`src/rtl/sample_fifo.sv`:
```
// Synchronous sample FIFO with valid/ready on both sides, fill-level thresholds,
// flush, selectable full policy (refuse or overwrite oldest) and a saturating drop counter.
module sample_fifo #(
  parameter int DATA_WIDTH = 9,
  parameter int DEPTH      = 16,
  parameter int OVERWRITE  = 0,
  parameter int AF_LEVEL   = 12,
  parameter int AE_LEVEL   = 2,
  parameter int DROP_W     = 8
) (
  input  logic                     clk,
  input  logic                     rst,
  input  logic                     flush,
  input  logic [DATA_WIDTH-1:0]    in_data,
  input  logic                     in_valid,
  output logic                     in_ready,
  output logic [DATA_WIDTH-1:0]    out_data,
  output logic                     out_valid,
  input  logic                     out_ready,
  output logic [$clog2(DEPTH):0]   level,
  output logic                     almost_full,
  output logic                     almost_empty,
  output logic                     full,
  output logic [DROP_W-1:0]        drop_cnt
);

  localparam int AW = $clog2(DEPTH);
  localparam logic [AW:0] DEPTH_L = (AW+1)'(DEPTH);
  localparam logic [AW:0] AF_L    = (AW+1)'(AF_LEVEL);
  localparam logic [AW:0] AE_L    = (AW+1)'(AE_LEVEL);
  localparam bit          OVR     = (OVERWRITE != 0);

  logic [DATA_WIDTH-1:0] mem [DEPTH];
  logic [AW-1:0]         wr_ptr;
  logic [AW-1:0]         rd_ptr;
  logic                  wr;
  logic                  rd;
  logic                  evict;
  logic                  refuse;
  logic                  drop;

  // Status flags depend only on the registered level, never on this cycle's requests.
  assign full         = (level == DEPTH_L);
  assign almost_full  = (level >= AF_L);
  assign almost_empty = (level <= AE_L);
  assign out_valid    = (level != '0);
  assign in_ready     = !full || OVR;
  assign out_data     = out_valid ? mem[rd_ptr] : '0;

  assign wr     = in_valid & in_ready;
  assign rd     = out_valid & out_ready;
  assign evict  = wr & ~rd & full;
  assign refuse = in_valid & ~in_ready & ~rd;
  assign drop   = ~flush & (evict | refuse);

  // NOTE: sequential state uses non-blocking assignments so every flop samples pre-edge values.
  always_ff @(posedge clk or negedge rst) begin
    if (!rst) begin
      wr_ptr <= '0;
      rd_ptr <= '0;
      level  <= '0;
    end else if (flush) begin
      wr_ptr <= '0;
      rd_ptr <= '0;
      level  <= '0;
    end else begin
      if (wr)
        wr_ptr <= wr_ptr + 1'b1;
      if (rd || evict)
        rd_ptr <= rd_ptr + 1'b1;
      if (wr && !rd && !full)
        level <= level + 1'b1;
      else if (rd && !wr)
        level <= level - 1'b1;
    end
  end

  // NOTE: storage is deliberately left out of reset; out_data is masked while empty instead.
  always_ff @(posedge clk) begin
    if (wr && !flush)
      mem[wr_ptr] <= in_data;
  end

  always_ff @(posedge clk or negedge rst) begin
    if (!rst)
      drop_cnt <= '0;
    else if (drop && (drop_cnt != '1))
      drop_cnt <= drop_cnt + 1'b1;
  end

endmodule

```
`config.mk`:
```
export PLATFORM = sky130hd
export DESIGN_NAME = sample_fifo
export DESIGN_NICKNAME = d
export VERILOG_FILES = /design/src/rtl/sample_fifo.sv
export SDC_FILE = /design/constraint.sdc
export NUM_CORES = 1
export LEC_CHECK = 0
export ABC_CLOCK_PERIOD_IN_PS = 3000
export CORE_MARGIN = 2
export CORE_UTILIZATION = 35
export DETAILED_ROUTE_END_ITERATION = 6
export PLACE_DENSITY_LB_ADDON = 0.2
export SLEW_MARGIN = 20
export SYNTH_ARGS = -nofsm -noshare
export SYNTH_HDL_FRONTEND = slang
export SYNTH_SLANG_ARGS = --single-unit
```
`constraint.sdc`:
```
create_clock -name clk -period 3 [get_ports clk]
set_input_delay 0.45 -clock clk [delete_from_list [all_inputs] [get_ports clk]]
set_output_delay 0.45 -clock clk [all_outputs]
set_load 0.005 [all_outputs]
```
Word-level counts from Yosys, hierarchy flattened:

Memories as Yosys holds them, arrays and structs flattened.
Index checks and enable logic that the tools add are counted.

* add/subtract/negate cells: 5
* multipliers: 0
* div/mod/pow operators: 0
* magnitude comparators: 2
* equal/unequal tests: 2
* shift operators: 0
* mux-type cells: 10
* bitwise gates (word level): 10
* reduce and logical (&&, ||, !) cells: 14

Operator list (number)
* two-way mux 4 bit: 4
* two-way mux 5 bit: 3
* two-way mux 9 bit: 1
* adder 4 x 1 -> 4 bit, second input constant: 2
* adder 8 x 1 -> 8 bit, second input constant: 1
* != test 8 bit, second input constant: 1
* AND 1 bit: 7
* adder 5 x 1 -> 5 bit, second input constant: 1
* == test 5 bit, second input constant: 1
* greater-or-equal comparator 5 x 4 -> 1 bit, second input constant: 1
* <= comparator 5 x 2 -> 1 bit, second input constant: 1
* logical AND 1 bit: 5
* nonzero test 5 bit: 1
* subtractor 5 x 1 -> 5 bit, second input constant: 1
* zero test 1 bit: 4
* nonzero test 2 bit: 2
* nonzero test 3 bit: 1
* two-way mux 1 bit: 2
* inverter 1 bit: 2
* logical OR 1 bit: 1
* bitwise OR 1 bit: 1

* register bits: 21
* bits in latches: 0
* bits in writable memories: 144
* memory bits (read-only): 0
* input bits: 14
* output and inout bits: 27
* memories kept: 1

Memories
* mem: words 16, bits a word 9, rd ports 1, clocked after memory_dff 0, write ports 1, RTL line 33 `logic [DATA_WIDTH-1:0] mem [DEPTH];`

Logic depth before layout (Yosys ltp):

Gate-level depths: netlist (run 1).

* word-level depth: 8
* gate-level depth with buffers: 8

Least setup slack after synthesis (run 1):

No wires, ideal clock.

* kind: reg2reg
* from: register level[1]
* to: register level[4]
* setup time: 0.137 ns
* data arrival time: 2.313 ns
* data required time: 2.863 ns
* path slack: 0.550 ns
* stages on the path, launching flop included: 9
* buffers on the path: 0
* clock period less this slack: 2.450 ns
* cell sequence: dfrtp_1 > nor4_4 > a21oi_1 > nand2b_1 > ha_1 > a21oi_1 > a2111oi_0 > a31oi_1 > a31oi_1

* cells in the longest elaborated chain, start to end: 7
* elaborated cells on any way between the ends: 16
* classes of those cells: add/sub: 2; eq/ne: 1; mux: 3; bitwise: 2; reduce/logical: 8

RTL lines
* start: declaration: RTL line 20 `output logic [$clog2(DEPTH):0] level,`
* start signal: assignment: RTL line 72 `level <= level + 1'b1;`
* start signal: assignment: RTL line 74 `level <= level - 1'b1;`
* parallel branches: the longest is 7 deep, another holds subtractor 5 x 1 -> 5 bit

Several ways; the timed one is not identified. The select of a mux whose other input is x is not followed.
A chain may end at the register's enable or synchronous reset.

Final worst setup path (run 1):

* from: register rd_ptr[0]
* to: output out_data[8]

* cells in the longest elaborated chain, start to end: 2

RTL lines
* start: declaration: RTL line 35 `logic [AW-1:0] rd_ptr;`
* start signal: assignment: RTL line 70 `rd_ptr <= rd_ptr + 1'b1;`
* memory read (16 x 9 bit)
* two-way mux 9 bit: RTL line 48 `assign out_data = out_valid ? mem[rd_ptr] : '0;`
* end: declaration: RTL line 17 `output logic [DATA_WIDTH-1:0] out_data,`

Every way passes these cells.

==> impl_metrics.env, run 1 <==
export IMPL_synthesis_area_um2=6950
export IMPL_path_common_cell="buf_4"
export IMPL_reg2reg_depth=7
export IMPL_final_nets=482
export IMPL_regArea_um2=4860
export IMPL_vias_per_cell=5.07
export IMPL_tightest_slew_ps=629
export IMPL_post_route_min_period_ps=2880
export IMPL_use_met3=0.0349
export IMPL_cts_hold_buf=0
export IMPL_synthMuxAreaShare=0.155
export IMPL_hold_path_class="in2async"
export IMPL_grtUsageMet1=0.219
export IMPL_clock_latency_ps=420
export IMPL_cts_clk_slew_worst_paths_ps=70
export IMPL_cts_made_buffers=17
export IMPL_grt_overflow_total=0
export IMPL_cts_buffer_depth=2
export IMPL_final_layout_size_suffix_gt1_frac=0.270
export IMPL_avgRoutedWirePerCell_um=21.0
export IMPL_clock_sinks=165
export IMPL_max_cap_viol_count=0
export IMPL_dp_hpwl_um=9370
export IMPL_yosys_area_share_simple=0.0522
export IMPL_skew_ps=8.31
export IMPL_ys_top_cells_by_count="edfxtp_1, mux4_2, nor2_1"
export IMPL_critPathLaunchType="register"
export IMPL_antenna_left=0
export IMPL_hold_viol_final=0
export IMPL_first_global_vias=3853
export IMPL_r2r_slack_ps=400
export IMPL_htree_levels=4
export IMPL_max_slew_margin=0.580
export IMPL_synth_edf_count=144
export IMPL_synthMostInstantiatedCell="edfxtp_1"
export IMPL_ys_async_sr_fraction=0.127
export IMPL_ys_seq_elements=165
export IMPL_multi_input_area_um2=2010
export IMPL_cp_max_fo=6
export IMPL_path_cells="buf_4 -> buf_4 -> mux4_2 -> mux2i_1 -> o22ai_1 -> clkdlybuf4s50_1"
export IMPL_ir_drop_mv=0.534
export IMPL_required_ps=2550
export IMPL_slew_viol_final=0
export IMPL_p_leak_nw=2.89
export IMPL_grt_pass1_wl_um=23300
export IMPL_synth_top_family_by_area="multiplexers"
export IMPL_gp_congestion=0.764
export IMPL_root_buffer="clkbuf_16"
export IMPL_syn_inst=375
export IMPL_fp_dieW_um=145
export IMPL_synth_cell_types=46
export IMPL_io_pins=41
export IMPL_port_buffers=40
export IMPL_p_per_area_nw_per_um2=812
export IMPL_antenna_found_initial=0
export IMPL_max_freq_ghz=0.348
export IMPL_stdcell_count=735
export IMPL_path_class="reg2out"
export IMPL_status="complete, no violations"
export IMPL_tritoncts="done"
export IMPL_setup_tns_ps=0
export IMPL_drt_total_wl_um=15400
export IMPL_antenna_cells=0
export IMPL_synth_avg_cell_area_um2=18.5
export IMPL_ys_seq_area_frac=0.698
export IMPL_placed_cells=695
export IMPL_setup_viol=0
export IMPL_worst_ep_arrival_time_ps=2430
export IMPL_track_usage=0.159
export IMPL_synth_main_ff_cell="edfxtp_1"
export IMPL_drc=0
export IMPL_dieArea_um2=21000
export IMPL_fp_dieH_um=145
export IMPL_initialDrtViolationCount=231
export IMPL_placementRows=51
export IMPL_nFillCells=1709
export IMPL_busiest_layer="met2"
export IMPL_synth_top_area_cell="edfxtp_1"
export IMPL_yosys_area_share_xor_xnor=0.0164
export IMPL_drt_pass1_iterations=4
export IMPL_fin_crit_sh=0.959
export IMPL_num_vias=3726
export IMPL_core_area_um2=19500
export IMPL_area_delta_synth_final_pct=23.7
export IMPL_synth_fa_ha_area_frac=0.0209
export IMPL_synth_top_cell_area_share=0.622
export IMPL_grt_max_degree=28
export IMPL_r2r_start="level[3]"
export IMPL_synth_yosys_warnings=0
export IMPL_endpoint_kind="output port"
export IMPL_rsz0062_at_grt="false"
export IMPL_start_util=0.357
export IMPL_synth_compound_area_frac=0.0434
export IMPL_syn_nets=400
export IMPL_grt_util_met2=0.253
export IMPL_ys_top_cells_by_area="edfxtp_1, mux4_2, dfrtp_1, mux2i_1, ha_1"
export IMPL_slowest_stage="dfrtp_4"
export IMPL_rr_endpoint="level[4]"
export IMPL_critPathMaxStageDelay_ps=510
[through the flow]
stage           util  power [mW]  cell area, um2  hold WS, ps  setup slack, ps
6_report       0.441        6.98            8590          414              124
5_1_grt        0.441        7.33            8590          452            0.639
4_1_cts        0.438        6.98            8530          417             14.5
3_5_place_dp   0.405        4.65            7870          487              172
3_3_place_gp   0.405        4.63            7870          480              266
2_1_floorplan      -        3.82            6950          154              550
[state kept, by name, summed over array words and instances (netlist names)]
signal,flops
drop_cnt,8
level,5
mem,144
rd_ptr,4
wr_ptr,4
[worst max-delay path by stage]
stage | startpoint | endpoint | slack (ps) | cells after the start
after global routing | level[2] | out_data[7] | 0.6 | 5
after detailed placement | in_valid | level[4] | 170 | 9
after floorplan | level[1] | level[4] | 550 | 8
final | rd_ptr[0] | out_data[8] | 120 | 6
after CTS | rd_ptr[0] | out_data[3] | 10 | 5
after global placement | in_valid | level[4] | 270 | 9
[cell usage in the layout (no fill, tap or decap), types with 2 or more instances in the layout]
master,instances
clkdlybuf4s50_1,40
nand2_1,12
nand2b_1,3
dfrtp_2,3
o211ai_1,2
ha_1,10
clkbuf_16,17
or3_1,2
and3_1,3
clkinvlp_4,2
inv_8,2
nor3b_1,2
mux4_2,36
a2111oi_4,2
inv_1,7
dfrtp_1,17
mux2_4,3
xor2_1,10
mux2i_1,20
o22ai_1,9
inv_6,5
edfxtp_1,144
a2111oi_0,2
bufinv_16,3
buf_12,4
nor2b_1,4
nand3_1,6
a21oi_1,6
a31oi_1,2
nor2_1,27
clkinv_4,2
o21ai_0,2
buf_4,33
xnor2_1,3
[worst max-delay path, delay by kind of cell (launching register included)]
family          cells  cell delay, ps
buf+inv             3             790
mux                 2             610
flops               1             510
compound gates      1             100
[routing by layer]
metal	part of all wire	vias up
li1	-	1673
met1	0.45	1935
met2	0.49	104
met3	0.050	14
met4	0.014	0
met5	0	-
[report_power, final]
group	total [mW]	internal [mW]	switching, mW
combinational	2.00	1.09	0.903
sequential	2.72	2.59	0.125
clock	2.26	1.33	0.929
[cell families after synthesis]
logic type                 count (synthesis)
muxes                                     61
xor gates and xnor gates                  13
and+or+nand+nor                           69
adders and majority gates                 11
AOI/OAI and AO/OA                         34
DFF                                      165
buffers and inverters                     22
[area by class of cell]
type,count,share of cell area
multi-input combinational,188,0.234
tap,265,0.0386
clock inverter,15,0.0226
inverter,7,0.00306
timing repair buffer,78,0.0865
clock buffer,17,0.0495
sequential,165,0.565
[repair_timing]
item / in CTS / in global routing
buffers inserted: 3 / 5
endpoints found under the setup margin: 9 / 8
gates resized for setup: 5 / 4
(Power assumes the default switching activity.)
==> run 2, diff against run 1 <==
--- a/config.mk
+++ b/config.mk
@@ -6,7 +6,8 @@
 export NUM_CORES = 1
 export LEC_CHECK = 0
 export ABC_CLOCK_PERIOD_IN_PS = 3000
-export CORE_MARGIN = 2
+export CAP_MARGIN = 10
+export CORE_MARGIN = 5
 export CORE_UTILIZATION = 35
 export DETAILED_ROUTE_END_ITERATION = 6
 export PLACE_DENSITY_LB_ADDON = 0.2
==> impl_metrics.env, run 2 (synthesis gave the netlist of run 1 again) <==
export IMPL_first_global_vias=3904
export IMPL_placementRows=51
export IMPL_p_per_area_nw_per_um2=795
export IMPL_vias_per_cell=5.01
export IMPL_cts_hold_buf=0
export IMPL_clock_latency_ps=420
export IMPL_slowest_stage="mux4_2"
export IMPL_start_util=0.356
export IMPL_cts_buffer_depth=2
export IMPL_seq_power_share=0.400
export IMPL_num_vias=3642
export IMPL_p_leak_nw=2.85
export IMPL_grt_overflow_total=0
export IMPL_final_nets=474
export IMPL_slew_viol_final=0
export IMPL_io_pins=41
export IMPL_p_int_mw=4.87
export IMPL_fin_crit_sh=0.962
export IMPL_avgRoutedWirePerCell_um=19.8
export IMPL_setup_tns_ps=0
export IMPL_largest_reg_flops=144
export IMPL_antenna_left=0
export IMPL_ir_drop_mv=0.510
export IMPL_max_cap_viol_count=0
export IMPL_root_buffer="clkbuf_16"
export IMPL_max_freq_ghz=0.347
export IMPL_status="complete, no violations"
export IMPL_largest_register="mem"
export IMPL_layout_commonest_cell="edfxtp_1"
export IMPL_port_buffers=40
export IMPL_post_place_ws_ps=337
export IMPL_reg_top3="mem (144), drop_cnt (8), level (5)"
export IMPL_gp_congestion=0.734
export IMPL_mostFrequentLayoutCells="edfxtp_1, clkdlybuf4s50_1, mux4_2, nor2_1, buf_4"
export IMPL_fp_dieH_um=151
export IMPL_pwr_share_clk=0.318
export IMPL_dieArea_um2=22800
export IMPL_cp_max_fo=13
export IMPL_switchingPower_mw=1.90
export IMPL_tritoncts="done"
export IMPL_skew_ps=9.63
export IMPL_fp_dieW_um=151
export IMPL_critPathMaxStageDelay_ps=510
export IMPL_hold_slack_ps=361
export IMPL_tightest_slew_ps=621
export IMPL_drc=0
export IMPL_critPathLaunchType="register"
export IMPL_htree_levels=4
export IMPL_post_route_min_period_ps=2890
export IMPL_cts_clk_slew_worst_paths_ps=60
export IMPL_hold_path_class="in2async"
export IMPL_area_delta_synth_final_pct=22.6
export IMPL_clock_sinks=165
export IMPL_drt_pass1_iterations=4
export IMPL_setup_viol=0
export IMPL_initialDrtViolationCount=137
export IMPL_grt_max_degree=28
export IMPL_dp_hpwl_um=9200
export IMPL_cts_made_buffers=17
export IMPL_track_usage=0.138
export IMPL_post_cts_buffers=0
export IMPL_worst_ep_arrival_time_ps=2440
export IMPL_rsz0062_at_grt="false"
export IMPL_core_area_um2=19500
export IMPL_setup_ws_ps=115
export IMPL_grt_pass1_wl_um=22900
export IMPL_sw_frac_of_total=0.281
export IMPL_max_slew_margin=0.585
export IMPL_antenna_cells=0
export IMPL_hold_viol_final=0
export IMPL_required_ps=2550
export IMPL_path_class="reg2out"
export IMPL_endpoint_kind="output port"
export IMPL_antenna_found_initial=0
export IMPL_path_cells="buf_12 -> mux4_2 -> mux2i_1 -> o22ai_1 -> clkdlybuf4s50_1"
export IMPL_post_route_util=0.436
export IMPL_drt_total_wl_um=14400
export IMPL_final_layout_size_suffix_gt1_frac=0.255
export IMPL_comb_power_share=0.283
run 2: cell types whose count changed in the layout (fill, tap and decap cells not counted), sizes merged:
| cell | change |
|---|---|
| buf | -9 |
| bufbuf | +1 |
| bufinv | -1 |
| clkbuf | +1 |
| clkinv | -1 |
| inv | +1 |
run 2: worst paths after layout:
check	startpoint	to	slack, ps	cells past startpoint
max in group asynchronous	rst	level[0]	2080	2
min in group clk	drop_cnt[5]	drop_cnt[5]	510	1
worst min register to register	drop_cnt[5]	drop_cnt[5]	510	1
worst max register to register	level[1]	level[4]	520	7
worst min-delay path	rst	drop_cnt[1]	360	1
worst max-delay path	rd_ptr[0]	out_data[2]	110	5
run 2: final cells by class:
cell class,count,area (um2)
Sequential cell,165,4850
Tap cell,265,332
Multi-Input combinational cell,188,2010
Inverter,7,26.3
Timing Repair Buffer,70,701
Fill cell,1752,11000
Clock inverter,14,161
Clock buffer,18,429
run 2: critical path, delay by kind of cell (launching register included):
kind	cells	cell delay [ps]
flip-flops	1	410
AO/OA/AOI/OAI	1	170
buffers and inverters	2	650
multiplexers	2	780
run 2: stage by stage:
step	cells	area, um2	power (mW)
2_1_floorplan	375	6950	3.82
3_3_place_gp	694	7880	4.61
3_5_place_dp	694	7880	4.65
4_1_cts	727	8500	6.85
5_1_grt	727	8520	7.13
6_report	727	8520	6.77
run 2: layer usage:
metal / global-route usage / up-vias / share of wire
met5: 0 / - / 0
met2: 0.223 / 77 / 0.49
met1: 0.187 / 1904 / 0.46
met3: 0.0329 / 10 / 0.037
li1: - / 1651 / -
met4: 0.0394 / 0 / 0.0093
run 2: what timing repair did:
| item | in CTS | in global routing |
|---|---|---|
| gates resized for setup | 0 | 5 |
| cloned | 1 | 0 |
| endpoints found under the setup margin | 3 | 5 |
run 2: power by group through the flow:
stage                     Combinational, mW  Sequential [mW]  Clock (mW)
after floorplan                        1.10             2.73           0
after global placement                 1.87             2.75           0
after detailed placement               1.89             2.75           0
after CTS                              1.93             2.71        2.21
after global routing                   2.09             2.72        2.32
final                                  1.91             2.71        2.15
